<file path="config.mk">
export PLATFORM = sky130hd
export DESIGN_NAME = usb_data_buffer
export DESIGN_NICKNAME = d
export VERILOG_FILES = /design/src/rtl/usb_data_buffer.sv
export SDC_FILE = /design/constraint.sdc
export NUM_CORES = 1
export LEC_CHECK = 0
export CORE_UTILIZATION = 35
export CTS_CLUSTER_SIZE = 8
export DETAILED_ROUTE_END_ITERATION = 16
export PLACE_DENSITY = 0.5
export RECOVER_POWER = 100
export SYNTH_ARGS = -nofsm -noshare
export SYNTH_HDL_FRONTEND = slang
export SYNTH_SLANG_ARGS = --single-unit
</file>
<file path="constraint.sdc">
create_clock -name clk -period 3.15 [get_ports clk]
set_input_delay 0.315 -clock clk [delete_from_list [all_inputs] [get_ports clk]]
set_output_delay 0.315 -clock clk [all_outputs]
set_load 0.01 [all_outputs]
</file>
<file path="src/rtl/usb_data_buffer.sv">
// Shared byte FIFO between the AHB register block and the USB packet engines.
// Optional sticky overflow/underflow flags under USB_DATA_BUFFER_ERR_EN.
module usb_data_buffer #(
  parameter int DEPTH = 64
) (
  input  logic       clk,
  input  logic       rst,
  input  logic       clear,
  input  logic       store_tx_data,
  input  logic [7:0] tx_data,
  input  logic       get_rx_data,
  output logic [7:0] rx_data,
  input  logic       store_rx_packet_data,
  input  logic [7:0] rx_packet_data,
  input  logic       get_tx_packet_data,
  output logic [7:0] tx_packet_data,
  output logic [6:0] buffer_occupancy
`ifdef USB_DATA_BUFFER_ERR_EN
  ,
  output logic       overflow,
  output logic       underflow
`endif
);

  localparam int AW = $clog2(DEPTH);
  localparam logic [6:0] FULL = 7'(DEPTH);

  logic [7:0]    mem [DEPTH];
  logic [AW-1:0] wr_ptr;
  logic [AW-1:0] rd_ptr;
  logic [6:0]    occ;
  logic          push_req;
  logic          pop_req;
  logic          push_ok;
  logic          pop_ok;
  logic          full;
  logic          empty;
  logic [7:0]    wdata;
  logic [7:0]    head;

  // Full/empty come from the counter; pointers alias when full.
  always_comb begin
    push_req = store_tx_data | store_rx_packet_data;
    pop_req  = get_rx_data | get_tx_packet_data;
    full     = (occ == FULL);
    empty    = (occ == 7'd0);
    pop_ok   = pop_req & ~empty;
    push_ok  = push_req & (~full | pop_ok);
    wdata    = store_rx_packet_data ? rx_packet_data : tx_data;
  end

  always_ff @(posedge clk) begin
    if (!clear && push_ok) begin
      mem[wr_ptr] <= wdata;
    end
  end

  always_ff @(posedge clk or posedge rst) begin
    if (rst) begin
      wr_ptr <= '0;
      rd_ptr <= '0;
      occ    <= '0;
    end else if (clear) begin
      wr_ptr <= '0;
      rd_ptr <= '0;
      occ    <= '0;
    end else begin
      if (push_ok) wr_ptr <= wr_ptr + AW'(1);
      if (pop_ok)  rd_ptr <= rd_ptr + AW'(1);
      unique case ({push_ok, pop_ok})
        2'b10:   occ <= occ + 7'd1;
        2'b01:   occ <= occ - 7'd1;
        default: occ <= occ;
      endcase
    end
  end

  always_comb begin
    head             = empty ? 8'h00 : mem[rd_ptr];
    rx_data          = head;
    tx_packet_data   = head;
    buffer_occupancy = occ;
  end

`ifdef USB_DATA_BUFFER_ERR_EN
  always_ff @(posedge clk or posedge rst) begin
    if (rst) begin
      overflow  <= 1'b0;
      underflow <= 1'b0;
    end else if (clear) begin
      overflow  <= 1'b0;
      underflow <= 1'b0;
    end else begin
      if (push_req && !push_ok) overflow  <= 1'b1;
      if (pop_req && empty)     underflow <= 1'b1;
    end
  end
`endif

endmodule
</file>
Word level (Yosys, flattened, before mapping)
Memory sizes are Yosys's and may differ from the RTL's.
Index checks and enable logic that the tools add are counted.
{"block": "word_totals", "ff_bits": 19, "ramBits": 512, "in_bits": 23, "word_cells": 34, "memories": 1}
{"block": "classes", "addsub": 4, "eq_ne": 3, "n_mux": 10, "n_bitwise": 7, "reduce_logical": 6}
{"name": "mem", "words": 64, "width": 8, "rd": 1, "rd_clocked_by_memory_dff": 0, "wr": 1, "line_no": "28", "rtl": "logic [7:0] mem [DEPTH];"}
{"cell": "6-bit 2-to-1 mux", "count": 4}
{"cell": "8-bit 2-to-1 mux", "count": 2}
{"cell": "7-bit one-hot mux with 2 select lines", "count": 1}
{"cell": "6-bit by 1-bit adder with 6-bit output, second input constant", "count": 2}
{"cell": "7-bit by 1-bit adder with 7-bit output, second input constant", "count": 1}
{"cell": "7-bit equality test, second input constant", "count": 1}
{"cell": "7-bit logical NOT", "count": 1}
{"cell": "7-bit 2-to-1 mux", "count": 1}
{"cell": "7-bit by 1-bit subtractor with 7-bit output, second input constant", "count": 1}
{"cell": "2-bit nonzero test", "count": 2}
{"cell": "1-bit OR", "count": 3}
{"cell": "3-bit nonzero test", "count": 1}
{"cell": "1-bit bitwise AND", "count": 2}
{"cell": "2-bit by 1-bit equality test with 1-bit output, second input constant", "count": 1}
{"cell": "2-bit equality test, second input constant", "count": 1}
{"cell": "1-bit 2-to-1 mux", "count": 2}
{"cell": "1-bit inverter", "count": 2}
{"cell": "1-bit logical AND", "count": 1}
{"cell": "1-bit logical NOT", "count": 1}

Longest topological paths before layout
Gate-level depths: netlist of the first run.
{"block": "depth", "ltp_word": 8, "mapped_depth": 9, "ltp_nobuf": 9}

Least setup slack after synthesis of the first run
OpenSTA, ideal clock, no wires.
{"block": "synth_timing", "path_type": "register to register", "startpoint": "register occ[3] (netlist: buffer_occupancy[3])", "endpoint": "register occ[6] (netlist: buffer_occupancy[6])", "setup_ns": 0.125, "arrival_ns": 2.797, "required_ns": 3.025, "slack_ns": 0.229, "stages_incl_launch_ff": 10, "synth_period_minus_slack_ns": 2.921, "cell_sequence": "dfrtp_1 > nor4_2 > a21oi_2 > and2_1 > fa_1 > a211oi_1 > o21bai_1 > a21oi_1 > mux2i_1 > mux2_2"}
{"block": "synth_between", "elab_chain_len": 8, "word_cells_on_any_way": 14}
{"element": "from (decl)", "line_no": "31", "rtl": "logic [6:0] occ;"}
{"element": "from (signal assigned)", "line_no": "71", "rtl": "2'b10: occ <= occ + 7'd1;"}
{"element": "from (signal assigned)", "line_no": "72", "rtl": "2'b01: occ <= occ - 7'd1;"}
{"element": "7-bit logical NOT", "line_no": "46", "rtl": "empty = (occ == 7'd0);"}
{"element": "1-bit inverter", "line_no": "47", "rtl": "pop_ok = pop_req & ~empty;"}
{"element": "1-bit bitwise AND", "line_no": "47"}
{"element": "1-bit OR", "line_no": "48", "rtl": "push_ok = push_req & (~full | pop_ok);"}
{"element": "1-bit bitwise AND", "line_no": "48"}
{"element": "2-bit by 1-bit equality test with 1-bit output / 2-bit equality test (equally long branches)", "line_no": "70", "rtl": "unique case ({push_ok, pop_ok})"}
{"element": "7-bit one-hot mux with 2 select lines", "line_no": "70"}
{"element": "7-bit 2-to-1 mux", "line_no": "63", "rtl": "end else if (clear) begin"}
Parallel ways exist; a longest one is shown, timed or not.
A chain may end at the register's enable or synchronous reset.

Worst setup path in the final report of the first run
{"block": "layout_timing", "startpoint": "register rd_ptr[0]", "endpoint": "output rx_data[0]"}
{"block": "layout_between", "elab_chain_len": 2}
{"element": "from (decl)", "line_no": "30", "rtl": "logic [AW-1:0] rd_ptr;"}
{"element": "from (signal assigned)", "line_no": "69", "rtl": "if (pop_ok) rd_ptr <= rd_ptr + AW'(1);"}
{"element": "memory 64 x 8 bit"}
{"element": "8-bit 2-to-1 mux", "line_no": "79", "rtl": "head = empty ? 8'h00 : mem[rd_ptr];"}
{"element": "to (decl)", "line_no": "12", "rtl": "output logic [7:0] rx_data,"}
Every way passes these cells.

==> summary.md, run 1 <==
| Metric | Value |
|---|---|
| Reg area | 15,900 um^2 |
| Yosys warns | 0 |
| Cell area after synthesis | 21,300 um^2 |
| Max-Cap Viols | 2 |
| First-pass GRT wire length | 77,200 um |
| Global route total overflow | 0 |
| Largest cells by area after synthesis | edfxtp_1, mux4_2, dfrtp_1 |
| CTS Sinks | 531 |
| FF-to-FF path depth | 9 |
| Failing checks | capacitance limit, slew limit, setup timing |
| ANT cells | 0 |
| Switch Pwr | between 5 and 6 mW |
| FF-to-FF End | buffer_occupancy[6] |
| Total GRT Usage | 17.3% |
| Hpwl dp | between 30,000 and 40,000 um |
| Type of the worst setup path | reg2out |
| Mapped Nets | 1,067 |
| Met1 usage | 24.1% |
| Average size of a mapped cell | about 21 um^2 |
| Cells after synthesis | 1,036 |
| Logic gate share of total power | 23.7% |
| Drt first-iter violations | 736 |
| Sw Ratio | between 20% and 30% |
| Final worst slack | -0.106 ns |
| Reg2reg setup slack | 0.24 ns |
| Hold_buf cts | 0 |
| Wirelength, routed | 52,500 um |
| DR WL/cell | approximately 25 um |
| Post-DP Area | 23,600 um^2 |
| Post-DR vias/cell | 5.22 |
| Worst Max-Slew Pin Slew | 1.61 ns |
| Post-layout min period | between 3 and 4 ns |
| Filler Cell Count | 5,141 |
| Reg2reg start | buffer_occupancy[5] |
| RSZ-0062 raised after global routing | yes |
| Tightest Hold Check Type | in2async |
| Cell Int Power | approximately 15 mW |
| Setup crit end kind | primary output |
| Top_reg_cell synth | edfxtp_1 |
| Met2 Use GR | between 20% and 30% |
| Status | finished with violations |
| CTS H-Tree Depth | 3 |
| Post-route cell area | 26,600 um^2 |
| Hold Fails Final Rpt | 0 |
| Core area | 60,200 um^2 |
| FFs w/ async S/R, synth | 3.58% |
| Vias in the first global route | approximately 11,000 |
| CTS tree | done |
| Post-DRT Antenna Nets | 0 |
| Top cell type's share of synthesized area | slightly above 70% |
| FF+latch count, synth | 531 |
| Sequential power share | 40.0% |
| Startpoint types | register |
| Met3 Track Usage GR | 3.13% |
| Post-Place Cells | 1,942 |
| VDD IR-drop max | roughly 420 uV |
| Sequential-to-total area share from yosys stat | 74.5% |
| Fmax | roughly 310 MHz |
| Largest net degree at the start of global routing | 65 |
| Slew Limit Fails | 130 |
| Die Width | 249 um |
| Post-Layout Cell Count | 2,079 |
| Worst path required time | 2.83 ns |
| Area occupied by multi-input gates | 5440 um^2 |
| Layout Skew | 0.0251 ns |
| Clock share of power | 36.3% |
| Slew HR | -7.23% |
| Post-route DRC | 0 |
| Via count | 10,800 |
| Clock transition at path regs | 0.05 ns |
| Nets | 1,306 |
| Worst-skew pair later-pin latency | 0.60 ns |
| CTS max path bufs | 3 |
| Critical Path AT | just under 3 ns |
| Starting Density | 35.3% |
| Final setup viols | 10 |
| Ports | 46 |
| RePlAce Congestion | 0.796 |
| Area added between synthesis and finish | 24.9% |
| CTS buffer count | 76 |
| Die Ht | ~250 um |
| Drt first pass iters | 5 |
| Proportion of layout cells with a drive suffix above 1 | 37.7% |
| Leak | 8.60 nW |
| CTS root buffer | clkbuf_16 |
| CP Max Fanout | 5 |
| Top Usage Layer GRT | met2 |
| Die area | approximately 62,000 um^2 |
| Port bufs | 45 |
| Part of the cycle the worst path needs | 103% |
| Initial antenna violation count | 0 |
| Largest area contributor in the netlist | edfxtp_1 |
| Power Density | 753 nW/um^2 |
| Synth unique cells | 52 |
| Site Rows | 90 |
| Hold slack | 0.330 ns |
| EDFF count, synth | a little over 500 |
worst max-delay path: stages, from the launching register on:
cell	delay (ns)
dfrtp_4	0.50
buf_12	0.15
buf_12	0.14
buf_8	0.12
mux4_2	0.46
mux2i_2	0.19
buf_4	0.15
a211oi_4	0.07
o311a_4	0.41
buf_6	0.13
routing by layer:
metal / up-vias / part of all wire, %
li1: 4739 / -
met1: 5758 / 46
met2: 273 / 47
met3: 78 / 4.5
met4: 0 / 2.4
met5: - / 0
state kept, by name, indices dropped and copies added (netlist names):
register          cells
rd_ptr                6
wr_ptr                6
mem                 512
buffer_occupancy      7
cell type report:
| class | instances | share of cell area (%) |
|---|---|---|
| sequential | 531 | 59.7 |
| multi-input combinational | 435 | 20.5 |
| timing repair buffer | 230 | 8.29 |
| clock buffer | 96 | 7.68 |
| tap | 782 | 3.68 |
| clock inverter | 4 | 0.188 |
| inverter | 1 | 0.0141 |
synth_stat cells, drive strengths merged, types with 3 or more instances:
library cell / instances
nor4: 3
mux2: 9
nor3: 3
a21o: 6
a22oi: 16
buf: 50
nand2: 11
nor2: 85
nand3: 12
edfxtp: 512
and2: 4
a21oi: 6
o21ai: 12
a221oi: 8
clkbuf: 19
xnor2: 3
nor2b: 15
o311a: 7
mux4: 128
nand2b: 3
nand3b: 4
ha: 7
o22ai: 7
a211oi: 19
dfrtp: 19
nand4: 6
mux2i: 37
xor2: 9
stage by stage:
step / utilization [%] / setup WS (ns) / total power [mW] / setup TNS [ns]
floorplan: - / 0.229 / 10.5 / 0
global placement: 39.1 / 0.00792 / 12.0 / 0
detailed placement: 39.1 / -0.00563 / 12.0 / -0.00563
CTS: 44.0 / -0.185 / 20.1 / -1.43
global route: 44.1 / -0.200 / 20.7 / -1.68
finish: 44.1 / -0.106 / 20.0 / -0.694
power by group through the flow:
| stage | logic (mW) | registers, mW | clock network (mW) |
|---|---|---|---|
| after global placement | 3.88 | 8.15 | 0 |
| after detailed placement | 3.88 | 8.15 | 0 |
| after global routing | 5.02 | 8.01 | 7.69 |
| after CTS | 4.70 | 8.00 | 7.41 |
| final | 4.74 | 8.01 | 7.26 |
| after floorplan | 2.37 | 8.09 | 0 |
cell families after synthesis:
kind of cell	count (synthesis)	share of synthesized area, %
and+or+nand+nor	155	3.47
buffers and inverters	70	2.03
AOI/OAI and AO/OA	86	2.97
adders and majority gates	8	0.505
DFF	531	74.5
muxes	174	16.1
xor gates and xnor gates	12	0.494
what timing repair did:
| item | 4_1_cts | 5_1_grt |
|---|---|---|
| pin swaps | 24 | 12 |
| buffers inserted | 34 | 5 |
| setup endpoints to repair | 16 | 16 |
| resized for setup | 167 | 31 |
| gates cloned | 5 | 0 |
layout by cell type (no fill, tap or decap), drive strengths merged, types with 4 or more instances in the layout:
cell and n:
mux2i 37, edfxtp 512, nor2 85, clkdlybuf4s50 27
nor2b 15, nand4 6, dfrtp 19, a21o 6
a21oi 6, and2 4, o21ai 12, mux4 128
a221oi 8, o311a 7, xor2 9, ha 7
nand3b 4, a22oi 16, nand3 12, o22ai 7
mux2 9, nand2 11, a211oi 19, buf 190
clkbuf 105
how the worst max path moves through the flow:
stage / start / to / slack (ns) / cells past startpoint
after floorplan: buffer_occupancy[3] / buffer_occupancy[6] / 0.23 / 9
after global placement: rd_ptr[2] / tx_packet_data[7] / 0.008 / 7
after detailed placement: rd_ptr[2] / rx_data[7] / -0.006 / 7
after CTS: rd_ptr[0] / rx_data[0] / -0.19 / 9
after global routing: rd_ptr[0] / rx_data[4] / -0.20 / 10
final: rd_ptr[0] / rx_data[0] / -0.11 / 9
Power figures use the tool's default switching activity.
==> inputs of run 2 (changes only) <==
CORE_MARGIN = 4   (was unset)
PLACE_DENSITY = unset   (was 0.5)
clock period = 3.3 ns   (was 3.15 ns; I/O delays follow)
==> run 2 against run 1 <==
Effect of this change:
- the flow now finishes without violations
- register-to-register slack better by 0.10 ns
- global-route usage decreased by 1.7 points
- via count fell by 0.77%
- cell area is 1.2% lower
- sequential cell count is the same
- worst hold slack better by 0.019 ns
- combinational power is 12% lower
==> summary.md, run 2 (synthesis results as in run 1) <==
| Metric | Value |
|---|---|
| Status | completed |
| Worst Max-Slew Pin Slew | 1.39 ns |
| Post-route DRC | 0 |
| Hpwl dp | just under 30,000 um |
| Final setup viols | 0 |
| Core area | ~60,000 um^2 |
| Hold slack | 0.348 ns |
| Post-layout min period | 3.22 ns |
| Die area | roughly 65,000 um^2 |
| Nets | 1,269 |
| Reg with most FFs | mem |
| Fmax | just over 300 MHz |
| Die Ht | roughly 250 um |
| Critical Path AT | roughly 2.9 ns |
| Slew HR | 7.07% |
| Commonest non-fill, non-tap cell in the layout | edfxtp_1 |
| CP Max Fanout | 10 |
| RePlAce Congestion | 0.800 |
| Area added between synthesis and finish | 23.3% |
| Setup crit end kind | primary output |
| Vias in the first global route | 11,300 |
| CTS Sinks | 531 |
| Leak | 8.44 nW |
| Post-Place Cells | between 1,500 and 2,000 |
| CTS buffer count | 76 |
| Site Rows | 90 |
| Largest net degree at the start of global routing | 65 |
| Layout Skew | 0.0277 ns |
| Worst-skew pair later-pin latency | 0.60 ns |
| Initial antenna violation count | 0 |
| Drt first-iter violations | 893 |
| ANT cells | 0 |
| Clock transition at path regs | 0.05 ns |
| Total GRT Usage | 15.6% |
| First-pass GRT wire length | ~75,000 um |
| CTS root buffer | clkbuf_16 |
| DR WL/cell | between 20 and 25 um |
| Wirelength, routed | 49,500 um |
| Global route total overflow | 0 |
| Power Density | 713 nW/um^2 |
| Max-Cap Viols | 0 |
| Port bufs | 45 |
| VDD IR-drop max | about 450 uV |
| Post-Layout Cell Count | 2,054 |
| Die Width | roughly 250 um |
| CTS H-Tree Depth | 3 |
| Post-DRT Antenna Nets | 0 |
| CTS tree | done |
| Most frequent cells in the layout | edfxtp_1, mux4_2, buf_4 |
| Max FFs per register | 512 |
| Ports | 46 |
| Post-DR vias/cell | 5.24 |
| Startpoint types | register |
| Part of the cycle the worst path needs | 97.7% |
| RSZ-0062 raised after global routing | yes |
| Filler Cell Count | slightly above 5,000 |
| Hold Fails Final Rpt | 0 |
| Slew Limit Fails | 0 |
| Tightest Hold Check Type | in2async |
| CTS max path bufs | 3 |
| Starting Density | 35.3% |
| Drt first pass iters | 5 |
| Setup TNS | 0 ns |
| Proportion of layout cells with a drive suffix above 1 | 34.7% |
| Type of the worst setup path | reg2out |
| Worst path required time | slightly below 3 ns |
| Via count | 10,800 |
==> run 2: layer usage <==
layer | GRT usage (%) | vias to the layer above | share of wire, %
met1 | 20.8 | 5726 | 42
met3 | 3.01 | 65 | 4.6
met5 | 0 | - | 0
li1 | - | 4693 | -
met2 | 26.0 | 280 | 51
met4 | 5.08 | 0 | 2.0
==> run 2: repair_timing <==
| item | in CTS | in global routing |
|---|---|---|
| setup buffers | 22 | 6 |
| cloned | 7 | 0 |
| pin swaps | 16 | 10 |
| endpoints found under the setup margin | 16 | 16 |
| resized for setup | 129 | 29 |
| hold buffers | 0 | 0 |
==> run 2: per-stage QoR <==
stage          area (um^2)  setup slack [ns]  utilization (%)  total power, mW
2_1_floorplan        21300             0.379                -             9.99
3_3_place_gp         23300             0.151             38.6             11.3
3_5_place_dp         23300             0.154             38.6             11.3
4_1_cts              26200           -0.0263             43.4             18.8
5_1_grt              26300           -0.0307             43.6             19.5
6_report             26300            0.0760             43.6             18.7
==> run 2: critical path, cell delays in order, from the launching register on <==
cell      delay [ns]
dfrtp_4         0.52
buf_12          0.17
buf_16          0.15
buf_12          0.14
buf_4           0.13
mux4_2          0.44
mux2i_1         0.24
o21ai_1         0.17
o311a_4         0.19
clkbuf_2        0.14
==> run 2: area by class of cell <==
class / count / area (um^2) / share of cell area [%]
well taps: 782 / 978 / 3.73
repair buffers: 193 / 1890 / 7.21
flip-flops and latches: 531 / 15900 / 60.4
multi-input cells: 435 / 5400 / 20.6
inverters: 1 / 3.75 / 0.0143
clock buffers: 106 / 2060 / 7.83
clock inverters: 6 / 58.8 / 0.224
==> run 2: path summary, 6_finish.rpt <==
path / start / endpoint / cells past startpoint / slack (ns)
min in group clk: buffer_occupancy[3] / buffer_occupancy[3] / 1 / 0.58
max in group asynchronous: rst / rd_ptr[2] / 2 / 2.36
setup / recovery: rd_ptr[0] / rx_data[2] / 9 / 0.08
hold / removal: rst / rd_ptr[4] / 2 / 0.35
setup reg to reg: buffer_occupancy[3] / buffer_occupancy[6] / 9 / 0.34
hold reg to reg: buffer_occupancy[3] / buffer_occupancy[3] / 1 / 0.58
==> run 2: power breakdown <==
part           total [mW]  internal (mW)  leakage, nW  switching (mW)
registers            7.65           7.56         4.86          0.0910
clock network        6.91           4.27         1.02            2.64
logic                4.15           2.04         2.57            2.11
total                18.7           13.9         8.44            4.84
